`config.mk`:
```
export PLATFORM = sky130hd
export DESIGN_NAME = mul_div_unit
export DESIGN_NICKNAME = d
export VERILOG_FILES = /design/src/rtl/mul_div_unit.sv
export SDC_FILE = /design/constraint.sdc
export NUM_CORES = 1
export LEC_CHECK = 0
export ABC_AREA = 1
export CAP_MARGIN = 10
export CORE_MARGIN = 3
export CORE_UTILIZATION = 45
export CTS_CLUSTER_DIAMETER = 30
export DETAILED_ROUTE_END_ITERATION = 12
export HOLD_SLACK_MARGIN = 0.12
export PLACE_DENSITY_LB_ADDON = 0.3
export RECOVER_POWER = 50
export REMOVE_ABC_BUFFERS = 1
export SLEW_MARGIN = 5
export SYNTH_ARGS = -nofsm -noshare
export SYNTH_HDL_FRONTEND = slang
export SYNTH_SLANG_ARGS = --single-unit
```
`constraint.sdc`:
```
create_clock -name clk_i -period 2.6 [get_ports clk_i]
set_input_delay 0.26 -clock clk_i [delete_from_list [all_inputs] [get_ports clk_i]]
set_output_delay 0.26 -clock clk_i [all_outputs]
set_load 0.01 [all_outputs]
```
`src/rtl/mul_div_unit.sv`:
```
// Iterative 32-bit multiply/divide unit that owns the architectural HI/LO registers.
// Optional build macro MDU_FAST_MUL_EN: single-cycle combinational multiply; divide stays iterative.
module mul_div_unit #(
   parameter int DATA_W = 32
) (
   input  logic              clk_i,
   input  logic              rst_n_i,
   input  logic              start_i,
   input  logic [1:0]        op_i,
   input  logic [DATA_W-1:0] rs_data_i,
   input  logic [DATA_W-1:0] rt_data_i,
   input  logic              hi_we_i,
   input  logic              lo_we_i,
   input  logic [DATA_W-1:0] wr_data_i,
   output logic              busy_o,
   output logic              done_o,
   output logic [DATA_W-1:0] hi_o,
   output logic [DATA_W-1:0] lo_o
);
   // state   | meaning
   // S_IDLE  | accepts start and MTHI/MTLO writes
   // S_CALC  | one multiply or divide iteration per clock, 32 in total
   // S_FIXUP | applies sign correction, writes HI/LO, pulses done
   typedef enum logic [1:0] {S_IDLE = 2'd0, S_CALC = 2'd1, S_FIXUP = 2'd2} state_t;

   localparam logic [5:0] LAST_ITER = 6'd31;

   state_t              state_q, state_d;
   logic [5:0]          cnt_q, cnt_d;
   logic [2*DATA_W-1:0] acc_q, acc_d;
   logic [DATA_W-1:0]   m_q, m_d;
   logic [DATA_W-1:0]   hi_q, hi_d, lo_q, lo_d;
   logic                div_q, div_d, neg_q, neg_d, rneg_q, rneg_d, dz_q, dz_d;
   logic                done_q, done_d;

   logic                op_signed;
   logic [DATA_W-1:0]   abs_a, abs_b;
   logic [DATA_W:0]     mul_sum, rem_sh;
   logic [2*DATA_W-1:0] mul_step, div_step, mul_res;
   logic                q_bit;
   logic [DATA_W-1:0]   rem_new, quo, rem, quo_fix, rem_fix;

   assign op_signed = ~op_i[0];
   assign abs_a     = (op_signed && rs_data_i[DATA_W-1]) ? -rs_data_i : rs_data_i;
   assign abs_b     = (op_signed && rt_data_i[DATA_W-1]) ? -rt_data_i : rt_data_i;

   // Shift-add: multiplier sits in the low half and is consumed LSB first.
   assign mul_sum  = {1'b0, acc_q[2*DATA_W-1:DATA_W]} + {1'b0, m_q};
   assign mul_step = acc_q[0] ? {mul_sum, acc_q[DATA_W-1:1]} : {1'b0, acc_q[2*DATA_W-1:1]};

   // Restoring divide: remainder in the high half, dividend shifts out as quotient shifts in.
   assign rem_sh   = {acc_q[2*DATA_W-1:DATA_W], acc_q[DATA_W-1]};
   assign q_bit    = (rem_sh >= {1'b0, m_q});
   assign rem_new  = q_bit ? (rem_sh[DATA_W-1:0] - m_q) : rem_sh[DATA_W-1:0];
   assign div_step = {rem_new, acc_q[DATA_W-2:0], q_bit};

   assign mul_res = neg_q ? -acc_q : acc_q;
   assign quo     = acc_q[DATA_W-1:0];
   assign rem     = acc_q[2*DATA_W-1:DATA_W];
   // A zero divisor leaves the remainder equal to |rs|; re-signing restores the raw rs bits.
   assign quo_fix = dz_q ? {DATA_W{1'b1}} : (neg_q ? -quo : quo);
   assign rem_fix = rneg_q ? -rem : rem;

`ifdef MDU_FAST_MUL_EN
   logic [2*DATA_W-1:0] fast_prod;
   assign fast_prod = {{DATA_W{1'b0}}, abs_a} * {{DATA_W{1'b0}}, abs_b};
`endif

   always_comb begin
      state_d = state_q;
      cnt_d   = cnt_q;
      acc_d   = acc_q;
      m_d     = m_q;
      div_d   = div_q;
      neg_d   = neg_q;
      rneg_d  = rneg_q;
      dz_d    = dz_q;
      hi_d    = hi_q;
      lo_d    = lo_q;
      done_d  = 1'b0;
      case (state_q)
         S_IDLE: begin
            if (hi_we_i) hi_d = wr_data_i;
            if (lo_we_i) lo_d = wr_data_i;
            if (start_i) begin
               div_d  = op_i[1];
               cnt_d  = '0;
               neg_d  = op_signed & (rs_data_i[DATA_W-1] ^ rt_data_i[DATA_W-1]);
               rneg_d = op_signed & op_i[1] & rs_data_i[DATA_W-1];
               dz_d   = op_i[1] & (rt_data_i == '0);
               if (op_i[1]) begin
                  acc_d = {{DATA_W{1'b0}}, abs_a};
                  m_d   = abs_b;
               end else begin
                  acc_d = {{DATA_W{1'b0}}, abs_b};
                  m_d   = abs_a;
               end
               state_d = S_CALC;
`ifdef MDU_FAST_MUL_EN
               if (!op_i[1]) begin
                  acc_d   = fast_prod;
                  state_d = S_FIXUP;
               end
`endif
            end
         end
         S_CALC: begin
            acc_d = div_q ? div_step : mul_step;
            if (cnt_q == LAST_ITER) begin
               cnt_d   = '0;
               state_d = S_FIXUP;
            end else begin
               cnt_d = cnt_q + 6'd1;
            end
         end
         S_FIXUP: begin
            if (div_q) begin
               hi_d = rem_fix;
               lo_d = quo_fix;
            end else begin
               hi_d = mul_res[2*DATA_W-1:DATA_W];
               lo_d = mul_res[DATA_W-1:0];
            end
            done_d  = 1'b1;
            state_d = S_IDLE;
         end
         default: state_d = S_IDLE;
      endcase
   end

   always_ff @(posedge clk_i or negedge rst_n_i) begin
      if (!rst_n_i) begin
         state_q <= S_IDLE;
         cnt_q   <= '0;
         acc_q   <= '0;
         m_q     <= '0;
         div_q   <= 1'b0;
         neg_q   <= 1'b0;
         rneg_q  <= 1'b0;
         dz_q    <= 1'b0;
         hi_q    <= '0;
         lo_q    <= '0;
         done_q  <= 1'b0;
      end else begin
         state_q <= state_d;
         cnt_q   <= cnt_d;
         acc_q   <= acc_d;
         m_q     <= m_d;
         div_q   <= div_d;
         neg_q   <= neg_d;
         rneg_q  <= rneg_d;
         dz_q    <= dz_d;
         hi_q    <= hi_d;
         lo_q    <= lo_d;
         done_q  <= done_d;
      end
   end

   assign busy_o = (state_q != S_IDLE);
   assign done_o = done_q;
   assign hi_o   = hi_q;
   assign lo_o   = lo_q;

endmodule

```
# [Word level (Yosys, flattened, before mapping)]
# Cells that the tools add are included.
[op_classes] addsub=8 n_lt_le_gt_ge=1 eq_ne=7 n_mux=26 bitwise=6 n_reduce_logical=12
[ops] op="$mux 32" n=12
[ops] op="$mux 64" n=4
[ops] op="$neg 32->32" n=4
[ops] op="$pmux 32 s2" n=2
[ops] op="$pmux 64 s2" n=1
[ops] op="$neg 64->64" n=1
[ops] op="$add 32x32->33" n=1
[ops] op="$ge 33x32->1" n=1
[ops] op="$logic_not 32->1" n=1
[ops] op="$sub 32x32->32" n=1
[ops] op="$mux 6" n=2
[ops] op="$pmux 6 s2" n=1
[ops] op="$reduce_and 2->1" n=5
[ops] op="$ne 2x2->1 const B" n=4
[ops] op="$add 6x1->6 const B" n=1
[ops] op="$eq 6x5->1 const B" n=1
[ops] op="$reduce_bool 2->1" n=3
[ops] op="$and 1x1->1" n=4
[ops] op="$mux 2" n=2
[ops] op="$pmux 2 s2" n=1
[ops] op="$eq 2x1->1 const B" n=1
[ops] op="$eq 2x2->1 const B" n=1
[ops] op="$logic_and 1x1->1" n=2
[ops] op="$logic_not 2->1" n=1
[ops] op="other kinds (3)" n=3
[totals] register_bits=173 input_bits=103 output_inout_bits=66 word_cells=71

# [Depth between registers and ports, before layout]
[logic_depth] depth_word=6 ltp_mapped=19 ltp_nobuf=19

# [Least setup slack after synthesis]
# No wires, ideal clock.
[synth_path] path_type="register -> register" start="register acc_q[49]" end="register acc_q[40]" setup_time_ns=0.134 arrival_ns=1.973 t_required_ns=2.466 setup_slack_ns=0.492 stages_incl_launch_ff=13 n_path_buf=1 synth_period_minus_slack_ns=2.108 path_cell_list="dfrtp_1 -> ha_1 -> a21oi_1 -> o21ai_1 -> a21oi_2 -> nor2_1 -> nor2_4 -> nand2_8 -> nor2_4 -> buf_6 -> nand2_1 -> nand3_1 -> o21ai_0"
[synth_via] elab_chain_len=4
[synth_rtl] element="start: declaration" line="30" text="logic [2*DATA_W-1:0] acc_q, acc_d;"
[synth_rtl] element="start signal: assignment" line="135" text="acc_q <= '0;"
[synth_rtl] element="start signal: assignment" line="147" text="acc_q <= acc_d;"
[synth_rtl] element="$ge 33x32->1" line="53" text="assign q_bit = (rem_sh >= {1'b0, m_q});"
[synth_rtl] element="$mux 32" line="54" text="assign rem_new = q_bit ? (rem_sh[DATA_W-1:0] - m_q) : rem_sh[DATA_W-1:0];"
[synth_rtl] element="$mux 64" line="108" text="acc_d = div_q ? div_step : mul_step;"
[synth_rtl] element="$pmux 64 s2" line="81" text="case (state_q)"
# No other way between the ends.
# A chain may end at the register's enable or synchronous reset.

# [Worst setup path after layout]
[layout_path] start="register state_q[1]" end="register m_q[10]"
[layout_via] elab_chain_len=2
[layout_rtl] element="start: declaration" line="28" text="state_t state_q, state_d;"
[layout_rtl] element="start signal: assignment" line="145" text="state_q <= state_d;"
[layout_rtl] element="$logic_not 2->1" line="81"
[layout_rtl] element="$reduce_and 2->1 (no source line)"
[layout_rtl] element="end signal: assignment" line="148" text="m_q <= m_d;"
[layout_rtl] element="end: declaration" line="31" text="logic [DATA_W-1:0] m_q, m_d;"
# No other way between the ends.

==> results_dict.tcl <==
set metrics [dict create \
    syn_to_final_growth_pct 21.9 \
    synth.ff_latch_count 173 \
    hold_viol 0 \
    min_period_ns 2.58 \
    drtPass1Iterations 6 \
    internal_power_w 0.0113 \
    fin_skew_ns 0.0175 \
    pwr-share-clk 0.114 \
    crit_chain "nor2_1 > nand2_1 > buf_4 > nor2_1 > clkbuf_1 > nand2_1 > o211ai_1" \
    ant_nets 0 \
    dp.cells 3903 \
    hpwlAfterDp_mm 70.8 \
    peakVddDrop_mv 0.699 \
    synth_compound_area_frac 0.176 \
    syn-instance-count 3151 \
    synthAdderAreaFrac 0.0492 \
    cts_buffer_depth 2 \
    crit_family "buffers and inverters" \
    worst-path-buf-inv 2 \
    ys_async_sr_fraction 1.00 \
    seq_area_frac_synth 0.236 \
    io_pins 169 \
    core_um2 40000 \
    arrival_ns 2.98 \
    synth_xor_area_frac 0.0267 \
    r2r_start "state_q[1]" \
    htreeDepth 4 \
    routed_wl_mm 86.9 \
    finalNonFillerCells 3940 \
    p_seq_frac 0.181 \
    crit_start "state_q[1]" \
    worst-setup-path-type "flop to flop" \
    synth_top_family_by_area "simple AND/OR/NAND/NOR gates" \
    globalRouteMet2Util 0.573 \
    routedWlPerCell_um 22.1 \
    clk_pin_slew_worst_paths_ns 0.07 \
    busiest_layer "met2" \
    drive_above_1_share 0.0885 \
    critPathMaxFanout 19 \
    vias_per_cell 5.82 \
    dieArea_um2 43200 \
    cts-buffers-inserted 17 \
    grt_pass1_vias 21500 \
    synth_cell_types 52 \
    insertion_delay_ns 0.50 \
    drt_iter0_drc 2855 \
    fin_nets 3575 \
    p_leak_nw 11.0 \
    syn_area_um2 18300 \
    placementRows 73 \
    grt_pass1_wl_mm 130 \
    gr-total-overflow 0 \
    relSlewSlack -0.300 \
    slew_violations 33 \
    setup_violations 0 \
    cts_root_buffer "clkbuf_16" \
    grt_max_degree 59 \
    status "complete, but fails checks" \
    dieWidth_um 208 \
    drc 0 \
    slowest_delay_ns 0.76 \
    die_h_um 208 \
    finalWorstSetupSlack_ns 0.0174 \
    syn_avg_cell_area_um2 5.82 \
    clock.fmax_ghz 0.387 \
    tightest_slew_ns 1.95 \
    hold_start "wr_data_i[15]" \
    violations "capacitance limit, slew limit" \
    p_per_area_nw_per_um2 1120 \
    cts.sinks 173 \
    final_cell_mix "nand2_1, inv_1, nor2_1" \
    initial_core_util 0.458 \
    synth_ff_type "dfrtp_1" \
    critPathLaunchType "flop" \
    antenna_found_initial 5 \
    dpl_worst_slack_ns -0.309 \
    use_met3 0.111 \
    place.port_buffers 168 \
    swShare 0.552 \
    rsz0062_at_grt "yes" \
    synth_mux_area_frac 0 \
    total_power_w 0.0251 \
    end_kind "flop" \
    switching_power_w 0.0139 \
    synth_edf_count 0 \
    cts_tree "done" \
    synth-simple-area-share 0.402 \
    gp_congestion 1.04 \
    required_ns 3.00 \
    final_common_cell "nand2_1" \
    vias 22900 \
    fin_crit_sh 0.993 \
    grt_use_met1 0.530 \
    p_comb_frac 0.705 \
    max-cap-violations 1 \
    yosysWarnings 0 \
    grtUsageTotal 0.391 \
    worst_path_max_delay_cell "clkbuf_1" \
    hold_path.class "input port to flop" \
]
-- tightest hold or removal path: stages --
cell             delay (ns)
clkdlybuf4s50_1        0.40
nand2_1                0.08
a31oi_1                0.07
-- sequential cells by signal, summed over array words and instances, names as in the netlist --
| name | count |
|---|---|
| acc_q | 64 |
| hi_o | 32 |
| lo_o | 32 |
| m_q | 32 |
| cnt_q | 6 |
| state_q | 2 |
| div_q | 1 |
| done_o | 1 |
| dz_q | 1 |
| neg_q | 1 |
| rneg_q | 1 |
-- power by group through the flow --
| stage | Combinational (W) | Clock [W] | Sequential [W] |
|---|---|---|---|
| after floorplan | 0.0101 | 0 | 0.00462 |
| after global placement | 0.0168 | 0 | 0.00449 |
| after detailed placement | 0.0169 | 0 | 0.00451 |
| after CTS | 0.0170 | 0.00289 | 0.00448 |
| after global routing | 0.0193 | 0.00297 | 0.00459 |
| final | 0.0177 | 0.00288 | 0.00454 |
-- stage by stage --
stage	utilization	TNS, ns	hold slack (ns)	area [um2]
5_1_grt	0.559	-0.0448	0.371	22300
6_report	0.559	0	0.354	22400
3_3_place_gp	0.540	-0.634	0.163	21600
3_5_place_dp	0.540	-0.712	0.176	21600
4_1_cts	0.556	0	0.228	22200
2_1_floorplan	-	-189.20	-0.0356	17900
-- layout make-up --
type                    count  area (um2)
repair buffers            342        3080
fillers                  4148       17700
well taps                 525         657
clock inverters            13         173
multi-input cells        2460       12100
inverters                 407        1530
diodes                      1        2.50
clock buffers              19         453
flip-flops and latches    173        4340
-- kinds of logic after synthesis --
logic type      Yosys count
compound gates          574
xor+xnor                 56
fa+ha+maj                71
buf+inv                 518
flops                   173
simple gates           1759
-- Yosys cell counts (17+ instances only) --
| cell | number | area [um2] |
|---|---|---|
| nand2_1 | 950 | 3570 |
| inv_1 | 397 | 1490 |
| nor2_1 | 376 | 1410 |
| nand3_1 | 296 | 1480 |
| a21oi_1 | 251 | 1260 |
| dfrtp_1 | 173 | 4330 |
| o21ai_0 | 164 | 821 |
| ha_1 | 69 | 863 |
| clkbuf_1 | 65 | 244 |
| xor2_1 | 45 | 394 |
| o211ai_1 | 38 | 285 |
| nand4_1 | 32 | 200 |
| buf_2 | 24 | 120 |
| nor3_1 | 23 | 115 |
| nand3b_1 | 19 | 143 |
| a22oi_1 | 18 | 135 |
| a31oi_1 | 18 | 113 |
| o21ai_1 | 18 | 90.1 |
| buf_1 | 17 | 63.8 |
-- final timing paths --
kind	end	slack, ns	depth (start not counted)
setup / recovery	m_q[10]	0.02	7
hold / removal	hi_o[15]	0.35	3
setup reg to reg	m_q[10]	0.02	7
hold reg to reg	lo_o[6]	0.51	2
max in group asynchronous	acc_q[55]	0.35	3
min in group asynchronous	hi_o[19]	0.85	2
-- repair_timing --
item	in CTS	in global routing
setup buffers	1	2
hold endpoints to repair	173	0
resized for setup	1	38
hold buffers	1	0
gates cloned	0	0
endpoints found under the setup margin	3	41
pin swaps	1	3
-- routing by layer --
layer	vias to the layer above	share of wire
li1	10700	-
met2	1421	0.41
met1	10600	0.41
met5	-	0.00032
met3	226	0.12
met4	4	0.054
Note: power is estimated with default switching activity, not from simulation.
